--- src/rtl/xor_share_if.sv ---
// xor_share_if: request/response bundle between four requesters and xor_share_arbiter
// Signals:
//   req     [3:0]     level request, bit i = requester i
//   a, b    [4*W-1:0] packed operands, requester i at [i*W +: W]
//   ack     [3:0]     one-hot one-cycle completion pulse
//   y       [W-1:0]   registered XOR result, valid while ack is nonzero
//   busy              arbiter FSM not idle
//   gnt_id  [1:0]     current/last granted requester
//   err_cnt [7:0]     saturating self-check mismatch count
// Modports: master = requester side, slave = arbiter side.
interface xor_share_if #(parameter int W = 4);
  logic [3:0] req;
  logic [4*W-1:0] a, b;
  logic [3:0] ack;
  logic [W-1:0] y;
  logic busy;
  logic [1:0] gnt_id;
  logic [7:0] err_cnt;
  modport master (output req, a, b, input ack, y, busy, gnt_id, err_cnt);
  modport slave (input req, a, b, output ack, y, busy, gnt_id, err_cnt);
endinterface

--- src/rtl/xor_share_arbiter.sv ---
// xor_share_arbiter: round-robin time-sharing of one gate-level XOR unit between four requesters
// Ports:
//   clk    system clock, rising edge
//   rst_n  asynchronous active-low reset
//   bus    xor_share_if.slave (req/a/b in; ack/y/busy/gnt_id/err_cnt out)
// Optional feature: define XOR_SHARE_SELFCHECK_EN to compare the gate network against
// a behavioural XOR at every CALC edge; otherwise err_cnt is tied to 0.
module xor_share_arbiter #(parameter int W = 4) (
  input logic clk,
  input logic rst_n,
  xor_share_if.slave bus
);
  typedef enum logic [1:0] {IDLE, CALC, RESP} state_t;
  state_t state_q, state_d;
  logic [1:0] ptr_q, ptr_d, gnt_q, gnt_d, win, idx;
  logic [W-1:0] op_a_q, op_a_d, op_b_q, op_b_d, y_q, y_d, gx;
  logic [W-1:0] g_or, g_and, g_nand;
  logic [3:0] ack_q, ack_d, elig;
  logic served_q, served_d, found;
  // Shared unit: y = (a | b) & ~(a & b), built from primitives
  for (genvar i = 0; i < W; i++) begin : g_xor
    or  u_or  (g_or[i], op_a_q[i], op_b_q[i]);
    and u_and (g_and[i], op_a_q[i], op_b_q[i]);
    not u_not (g_nand[i], g_and[i]);
    and u_out (gx[i], g_or[i], g_nand[i]);
  end
  // Last winner is masked for the single IDLE cycle following RESP
  always_comb begin
    elig = bus.req & ~(served_q ? (4'b0001 << gnt_q) : 4'b0000);
    found = 1'b0;
    win = ptr_q;
    idx = ptr_q;
    for (int k = 0; k < 4; k++) begin
      idx = ptr_q + 2'(k);
      if (!found && elig[idx]) begin
        found = 1'b1;
        win = idx;
      end
    end
  end
  always_comb begin
    state_d = state_q;
    ptr_d = ptr_q;
    gnt_d = gnt_q;
    op_a_d = op_a_q;
    op_b_d = op_b_q;
    y_d = y_q;
    ack_d = ack_q;
    served_d = state_q == RESP;
    case (state_q)
      IDLE: if (found) begin
        state_d = CALC;
        gnt_d = win;
        ptr_d = win + 2'd1;
        op_a_d = bus.a[win*W +: W];
        op_b_d = bus.b[win*W +: W];
      end
      CALC: begin
        state_d = RESP;
        y_d = gx;
        ack_d = 4'b0001 << gnt_q;
      end
      RESP: begin
        state_d = IDLE;
        ack_d = 4'b0000;
      end
      default: state_d = IDLE;
    endcase
  end
  always_ff @(posedge clk or negedge rst_n)
    if (!rst_n) begin
      state_q <= IDLE;
      ptr_q <= 2'd0;
      gnt_q <= 2'd0;
      op_a_q <= '0;
      op_b_q <= '0;
      y_q <= '0;
      ack_q <= 4'b0000;
      served_q <= 1'b0;
    end else begin
      state_q <= state_d;
      ptr_q <= ptr_d;
      gnt_q <= gnt_d;
      op_a_q <= op_a_d;
      op_b_q <= op_b_d;
      y_q <= y_d;
      ack_q <= ack_d;
      served_q <= served_d;
    end
`ifdef XOR_SHARE_SELFCHECK_EN
  logic [7:0] err_q, err_d;
  always_comb err_d = (state_q == CALC && gx != (op_a_q ^ op_b_q) && err_q != 8'hff) ? err_q + 8'd1 : err_q;
  always_ff @(posedge clk or negedge rst_n)
    if (!rst_n) err_q <= 8'd0;
    else err_q <= err_d;
  assign bus.err_cnt = err_q;
`else
  assign bus.err_cnt = 8'd0;
`endif
  assign bus.ack = ack_q;
  assign bus.y = y_q;
  assign bus.busy = state_q != IDLE;
  assign bus.gnt_id = gnt_q;
endmodule
--- src/flat_wrapper.sv ---
// flat-port wrapper written by rule: the top's interface ports become plain ports
module xor_share_arbiter_flat 
#(parameter int W = 4)
  (clk, rst_n, bus_req, bus_a, bus_b, bus_ack, bus_y, bus_busy, bus_gnt_id, bus_err_cnt);
  xor_share_if #(.W(W)) bus_i ();
  input logic clk;
  input logic rst_n;
  input wire logic [$bits(bus_i.req)-1:0] bus_req;
  input wire logic [$bits(bus_i.a)-1:0] bus_a;
  input wire logic [$bits(bus_i.b)-1:0] bus_b;
  output wire logic [$bits(bus_i.ack)-1:0] bus_ack;
  output wire logic [$bits(bus_i.y)-1:0] bus_y;
  output wire logic [$bits(bus_i.busy)-1:0] bus_busy;
  output wire logic [$bits(bus_i.gnt_id)-1:0] bus_gnt_id;
  output wire logic [$bits(bus_i.err_cnt)-1:0] bus_err_cnt;
  assign bus_i.req = bus_req;
  assign bus_i.a = bus_a;
  assign bus_i.b = bus_b;
  assign bus_ack = bus_i.ack;
  assign bus_y = bus_i.y;
  assign bus_busy = bus_i.busy;
  assign bus_gnt_id = bus_i.gnt_id;
  assign bus_err_cnt = bus_i.err_cnt;
  xor_share_arbiter #(.W(W)) u_core (.clk(clk), .rst_n(rst_n), .bus(bus_i));
endmodule
--- config.mk ---
export PLATFORM = sky130hd
export DESIGN_NAME = xor_share_arbiter_flat
export DESIGN_NICKNAME = d
export VERILOG_FILES = /design/src/rtl/xor_share_if.sv /design/src/rtl/xor_share_arbiter.sv /design/src/flat_wrapper.sv
export SDC_FILE = /design/constraint.sdc
export NUM_CORES = 1
export LEC_CHECK = 0
export BUFFER_PORTS_ARGS = -buffer_cell sky130_fd_sc_hd__buf_2
export CORE_ASPECT_RATIO = 1.75
export CORE_MARGIN = 3
export CORE_UTILIZATION = 48
export CTS_BUF_LIST = sky130_fd_sc_hd__clkbuf_8
export CTS_CLUSTER_DIAMETER = 30
export CTS_CLUSTER_SIZE = 12
export DETAILED_ROUTE_END_ITERATION = 8
export GPL_TIMING_DRIVEN = 0
export PLACE_DENSITY = 0.78
export SLEW_MARGIN = 5
export SYNTH_ARGS = -nofsm -noshare
export SYNTH_HDL_FRONTEND = slang
export SYNTH_SLANG_ARGS = --single-unit
--- constraint.sdc ---
create_clock -name clk -period 3.04 [get_ports clk]
set_input_delay 0 -clock clk [delete_from_list [all_inputs] [get_ports clk]]
set_output_delay 0 -clock clk [all_outputs]
set_load 0.03 [all_outputs]
* After elaboration in Yosys (flattened, before gate mapping)
Cells that the tools add are included.
** Storage, ports and cells
- Register bits after elaboration :: 23
- Output and inout bits :: 19
- Bits of input ports :: 38
** Operators by class
- $lt $le $gt $ge :: 4
- Equal/unequal tests :: 3
- Reduce and logical (&&, ||, !) cells :: 10
- Bitwise operators :: 18
- Muxes and demuxes :: 19
- Shifts and indexed selects :: 3
- Add/subtract/negate cells :: 4
** Operator list (count)
- variable part select 16 x 5 -> 4 bit :: 2
- < comparator 2 x 3 -> 1 bit, second input constant :: 4
- bitwise AND 1 bit :: 8
- binary-select mux 1 bit (select 2 bit) :: 4
- two-way mux 1 bit :: 8
- two-way mux 2 bit :: 4
- one-hot mux 4 bit (2 select lines) :: 1
- adder 2 x 1 -> 2 bit, second input constant :: 2
- adder 2 bit, second input constant :: 2
- bitwise AND 4 bit :: 1
- two-way mux 4 bit :: 1
- inverter 1 bit :: 4
- inverter 4 bit :: 1
- OR 1 bit :: 4
- one-hot mux 2 bit (2 select lines) :: 1
- nonzero test 2 bit :: 2
- left shift 1 x 2 -> 4 bit, first input constant :: 1
- logical AND 1 bit :: 3
- logical NOT 1 bit :: 3
- == test 2 x 1 -> 1 bit, second input constant :: 1
- == test 2 bit, second input constant :: 1
- logical NOT 2 bit :: 1
- != test 2 x 1 -> 1 bit, second input constant :: 1
- AND reduction 2 bit :: 1

* Depth between registers and ports, before layout
- Depth in word-level cells :: 18
- Depth in mapped cells :: 8

* Least setup slack after synthesis
OpenSTA, ideal clock, no wires.
- Path type :: reg2reg
- Start :: register u_core.gnt_q[1] (netlist: u_core.bus.gnt_id[1])
- End :: register u_core.ptr_q[1]
- Buffers on the path :: 1
- Cell stages (with the launch flop) :: 8
- Period minus slack after synthesis :: 2.188 ns
- Library setup time :: 0.138 ns
- Slack :: 0.852 ns
- Arrival :: 2.050 ns
- Path through :: dfrtp_1 > nand2_4 > o211a_1 > o21bai_1 > a2111oi_2 > buf_4 > mux2i_1 > o221ai_1
** Between the ends
- Longest elaborated chain between the ends :: 17
** RTL lines
- from (decl) :: RTL line xor_share_arbiter.sv:15 : logic [1:0] ptr_q, ptr_d, gnt_q, gnt_d, win, idx;
- from (signal assigned) :: RTL line xor_share_arbiter.sv:83 : gnt_q <= gnt_d;
- left shift 1 x 2 -> 4 bit * :: RTL line xor_share_arbiter.sv:29 : elig = bus.req & ~(served_q ? (4'b0001 << gnt_q) : 4'b0000);
- two-way mux 4 bit * :: RTL line xor_share_arbiter.sv:29
- inverter 4 bit * :: RTL line xor_share_arbiter.sv:29
- bitwise AND 4 bit * :: RTL line xor_share_arbiter.sv:29
- binary-select mux 1 bit (select 2 bit) :: RTL line xor_share_arbiter.sv:35 : if (!found && elig[idx]) begin
- two-way mux 1 bit (not written as such) :: RTL line xor_share_arbiter.sv:35
- two-way mux 1 bit :: RTL line xor_share_arbiter.sv:35
- logical NOT 1 bit :: RTL line xor_share_arbiter.sv:35
- logical AND 1 bit :: RTL line xor_share_arbiter.sv:35
- two-way mux 1 bit :: RTL line xor_share_arbiter.sv:35
- logical NOT 1 bit :: RTL line xor_share_arbiter.sv:35
- logical AND 1 bit :: RTL line xor_share_arbiter.sv:35
- two-way mux 1 bit :: RTL line xor_share_arbiter.sv:35
- logical NOT 1 bit :: RTL line xor_share_arbiter.sv:35
- logical AND 1 bit :: RTL line xor_share_arbiter.sv:35
- two-way mux 2 bit or two-way mux 1 bit (tied branches) :: RTL line xor_share_arbiter.sv:35
- adder 2 x 1 -> 2 bit or AND reduction 2 bit (tied branches)
- to (signal assigned) :: RTL line xor_share_arbiter.sv:82 : ptr_q <= ptr_d;
- to (decl) :: RTL line xor_share_arbiter.sv:15
Mark *: on every way between the ends. The rest lies on a longest branch, timed or not. The select of a mux whose other input is x is not followed.
A chain may end at the register's enable or synchronous reset.

* Worst setup path after layout
- Start :: register u_core.ptr_q[0]
- End :: register u_core.op_b_q[3]
** Between the ends
- Longest elaborated chain between the ends :: 13
** RTL lines
- parallel branches: the longest is 13 deep, another holds adder 2 x 1 -> 2 bit
- to (signal assigned) :: RTL line xor_share_arbiter.sv:85 : op_b_q <= op_b_d;
- to (decl) :: RTL line xor_share_arbiter.sv:16 : logic [W-1:0] op_a_q, op_a_d, op_b_q, op_b_d, y_q, y_d, gx;
Several ways; the timed one is not identified. The select of a mux whose other input is x is not followed.

==> results.ini <==
[run_status]
outcome = completed

[place]
io_buffers = 48
place_area_um2 = 1830
dp_hpwl_um = 2910
place_congestion = 0.828
pre_cts_ws_ps = 596
dp_cells = 246

[setup_path]
worst_setup_path_end_kind = flop
required_ps = 3190
critical_path_class = flop to flop
worstPathArrival_ps = 2610
cp-start-kind = flop
worstPathMaxFanout = 10
reg2reg_slack_ps = 580

[grt]
grt-ovfl-total = 0
grt_pass1_wl_um = 5860
grt_usage_pct = 19.1
antenna_found_initial = 0
grt_max_degree = 24
grt_pass1_vias = 1398

[pwr]
ir_drop_mv = 0.579
power.density_nw_per_um2 = 1060
leakage_uw = 0.00101
power.total_uw = 2010

[clocking]
htreeDepth = 1
cts-resized-gates = 0
cts_root_buffer = clkbuf_8
clk-insertion-delay-late_ps = 260
clockBufferDepth = 2
cts_buffers = 3
post-cts-setup-buffer-count = 0
cts.sinks = 23
cts_tree = yes
clk_pin_slew_worst_paths_ps = 80

[drt]
dr.max_layer_used = met4
met1_length_um = 1250
dr.first_iter.drc_count = 62
vias = 1338
detail-route-antenna-nets = 0
drt-total-wl_um = 3580
wire_per_inst_um = 14.3
wl_met3_um = 200
drc = 0
via_per_inst = 5.33
wl_met2_um = 2020
drt_pre_antenna_iters = 4

[timing]
final_hold_viol_count = 0
worst_slew_pin_slew_ps = 610
finalMaxSlewViolations = 0
finalSetupTns_ps = 0
min_period_over_period_pct = 81.0
setup_viol = 0
rsz0062_at_grt = no
fin_ws_ps = 577
max_freq_ghz = 0.406
period_needed_ps = 2460
max_slew_margin_pct = 59.2
finClkSkew_ps = 2.21

[yosys]
syn-instance-count = 149
ys_seq_area_share_pct = 38.0
yosys_warnings = 0
postSynthAreaPerCell_um2 = 10.2
synth_seq_cells = 23
netlist_area_um2 = 1520
ys_types = 41

[floorplanning]
initial_utilization_pct = 51.2
dieArea_um2 = 3890
fp.dieH_um = 80.3
die_w_um = 48.5
num_io_pins = 57
core_um2 = 2960
num_rows = 26

[worst_hold_path]
min_path_type = input port to flop

[job]
drv_cap = 0

[cells_and_area]
nets = 253
syn2layout_area_growth_pct = 24.8
drive_gt1_share_pct = 35.4
fin_area_um2 = 1890
fin_cells = 251
antenna_cells = 0

[where the power goes]
part           switching (uW)  internal, uW  leakage (uW)
clock                    96.2          91.5     0.0000255
sequential                117           455      0.000269
combinational             713           537      0.000715
total                     926          1080       0.00101
[metal layers]
| metal | vias up | GRT usage [%] |
|---|---|---|
| met5 | - | 0 |
| met4 | 0 | 11.4 |
| met3 | 13 | 2.41 |
| met2 | 51 | 39.4 |
| met1 | 635 | 17.2 |
| li1 | 639 | - |
[path summary, 6_finish.rpt]
path                                      start          endpoint  depth (start not counted)
worst min-delay path                  bus_a[14]  u_core.op_a_q[2]                          3
min in group asynchronous                 rst_n   u_core.bus.y[2]                          2
worst min register to register  u_core.bus.y[3]   u_core.bus.y[3]                          2
max in group asynchronous                 rst_n  u_core.op_b_q[0]                          2
worst max register to register  u_core.ptr_q[0]  u_core.op_b_q[3]                          8
worst max-delay path            u_core.ptr_q[0]  u_core.op_b_q[3]                          8
[area by class of cell]
class | instances | area [um2]
inverters | 19 | 71.3
plain buffers | 15 | 123
clock buffers | 3 | 41.3
flip-flops and latches | 23 | 576
multi-input cells | 99 | 772
well taps | 42 | 52.6
repair buffers | 49 | 250
clock inverters | 1 | 5.00
fillers | 253 | 1070
[registers in the layout, indices dropped and copies added (netlist names)]
register	flops
u_core.bus.ack	4
u_core.bus.gnt_id	2
u_core.bus.y	4
u_core.op_a_q	4
u_core.op_b_q	4
u_core.ptr_q	2
u_core.served_q	1
u_core.state_q	2
[placed cells by master (no fill, tap or decap), types with 2 or more instances in the layout]
cell	Yosys	layout
inv_1	19	19
nand2_1	7	7
buf_2	1	49
o32ai_1	2	2
dfrtp_1	23	23
buf_6	3	3
conb_1	1	8
mux2i_1	19	19
a21oi_1	7	7
nand3_1	2	2
o21ai_0	3	3
o21bai_1	2	2
xnor2_1	4	4
a222oi_1	8	8
clkbuf_8	0	3
nor2_1	7	7
buf_4	9	9
mux2_2	2	2
ha_1	5	5
o22ai_1	3	3
[critical path, stage by stage, from the launching register on]
cell	delay (ps)
dfrtp_1	380
buf_6	140
mux2_4	300
o211a_1	150
o21bai_1	170
a2111oi_2	520
buf_6	240
mux2i_1	110
a222oi_1	330
[cells in the mapped netlist (all sizes together)]
cell type | n | area share, %
a21o | 1 | 0.50
nand4b | 1 | 0.58
o221a | 1 | 0.74
nand3 | 2 | 0.66
ha | 5 | 4.1
o21ai | 3 | 0.99
a222oi | 8 | 5.3
a2bb2oi | 1 | 0.58
and3b | 1 | 0.58
or2b | 1 | 0.50
buf | 13 | 7.0
a21oi | 7 | 2.3
nand3b | 1 | 0.50
or3b | 1 | 0.58
mux2 | 3 | 2.5
o2111ai | 1 | 0.58
o21bai | 2 | 0.99
a31o | 1 | 0.58
dlymetal6s2s | 1 | 0.83
dfrtp | 23 | 38
mux2i | 19 | 13
o22ai | 3 | 1.2
clkbuf | 1 | 0.25
nand2b | 1 | 0.41
conb | 1 | 0.25
nand2 | 8 | 2.5
a2111oi | 1 | 0.99
a32oi | 1 | 0.58
xor2 | 1 | 0.58
a211oi | 1 | 0.50
xnor2 | 4 | 2.3
a21bo | 1 | 0.66
o211a | 1 | 0.66
o32ai | 2 | 1.2
nor2 | 7 | 1.7
inv | 19 | 4.7
o221ai | 1 | 0.58
[cells by family after synthesis]
logic type | count (synthesis) | synth area share [%]
AO/OA/AOI/OAI | 36 | 18.9
adder cells (fa/ha/maj) | 5 | 4.13
flip-flops | 23 | 38.0
buffers and inverters | 34 | 12.8
multiplexers | 22 | 15.0
other | 1 | 0.247
AND/OR/NAND/NOR | 23 | 8.01
XOR/XNOR | 5 | 2.89
[repair_timing]
item                                    CTS  global route
hold buffers                              1             0
endpoints found under the setup margin    0             0
hold endpoints to repair                 23             0
[through the flow]
step           util (%)  hold slack, ps
2_1_floorplan         -            -296
3_3_place_gp       62.0           -11.9
3_5_place_dp       62.0            4.98
4_1_cts            63.9            59.7
5_1_grt            63.9            95.6
6_report           63.9            57.9
No activity file was read; power rests on OpenSTA's default activity.
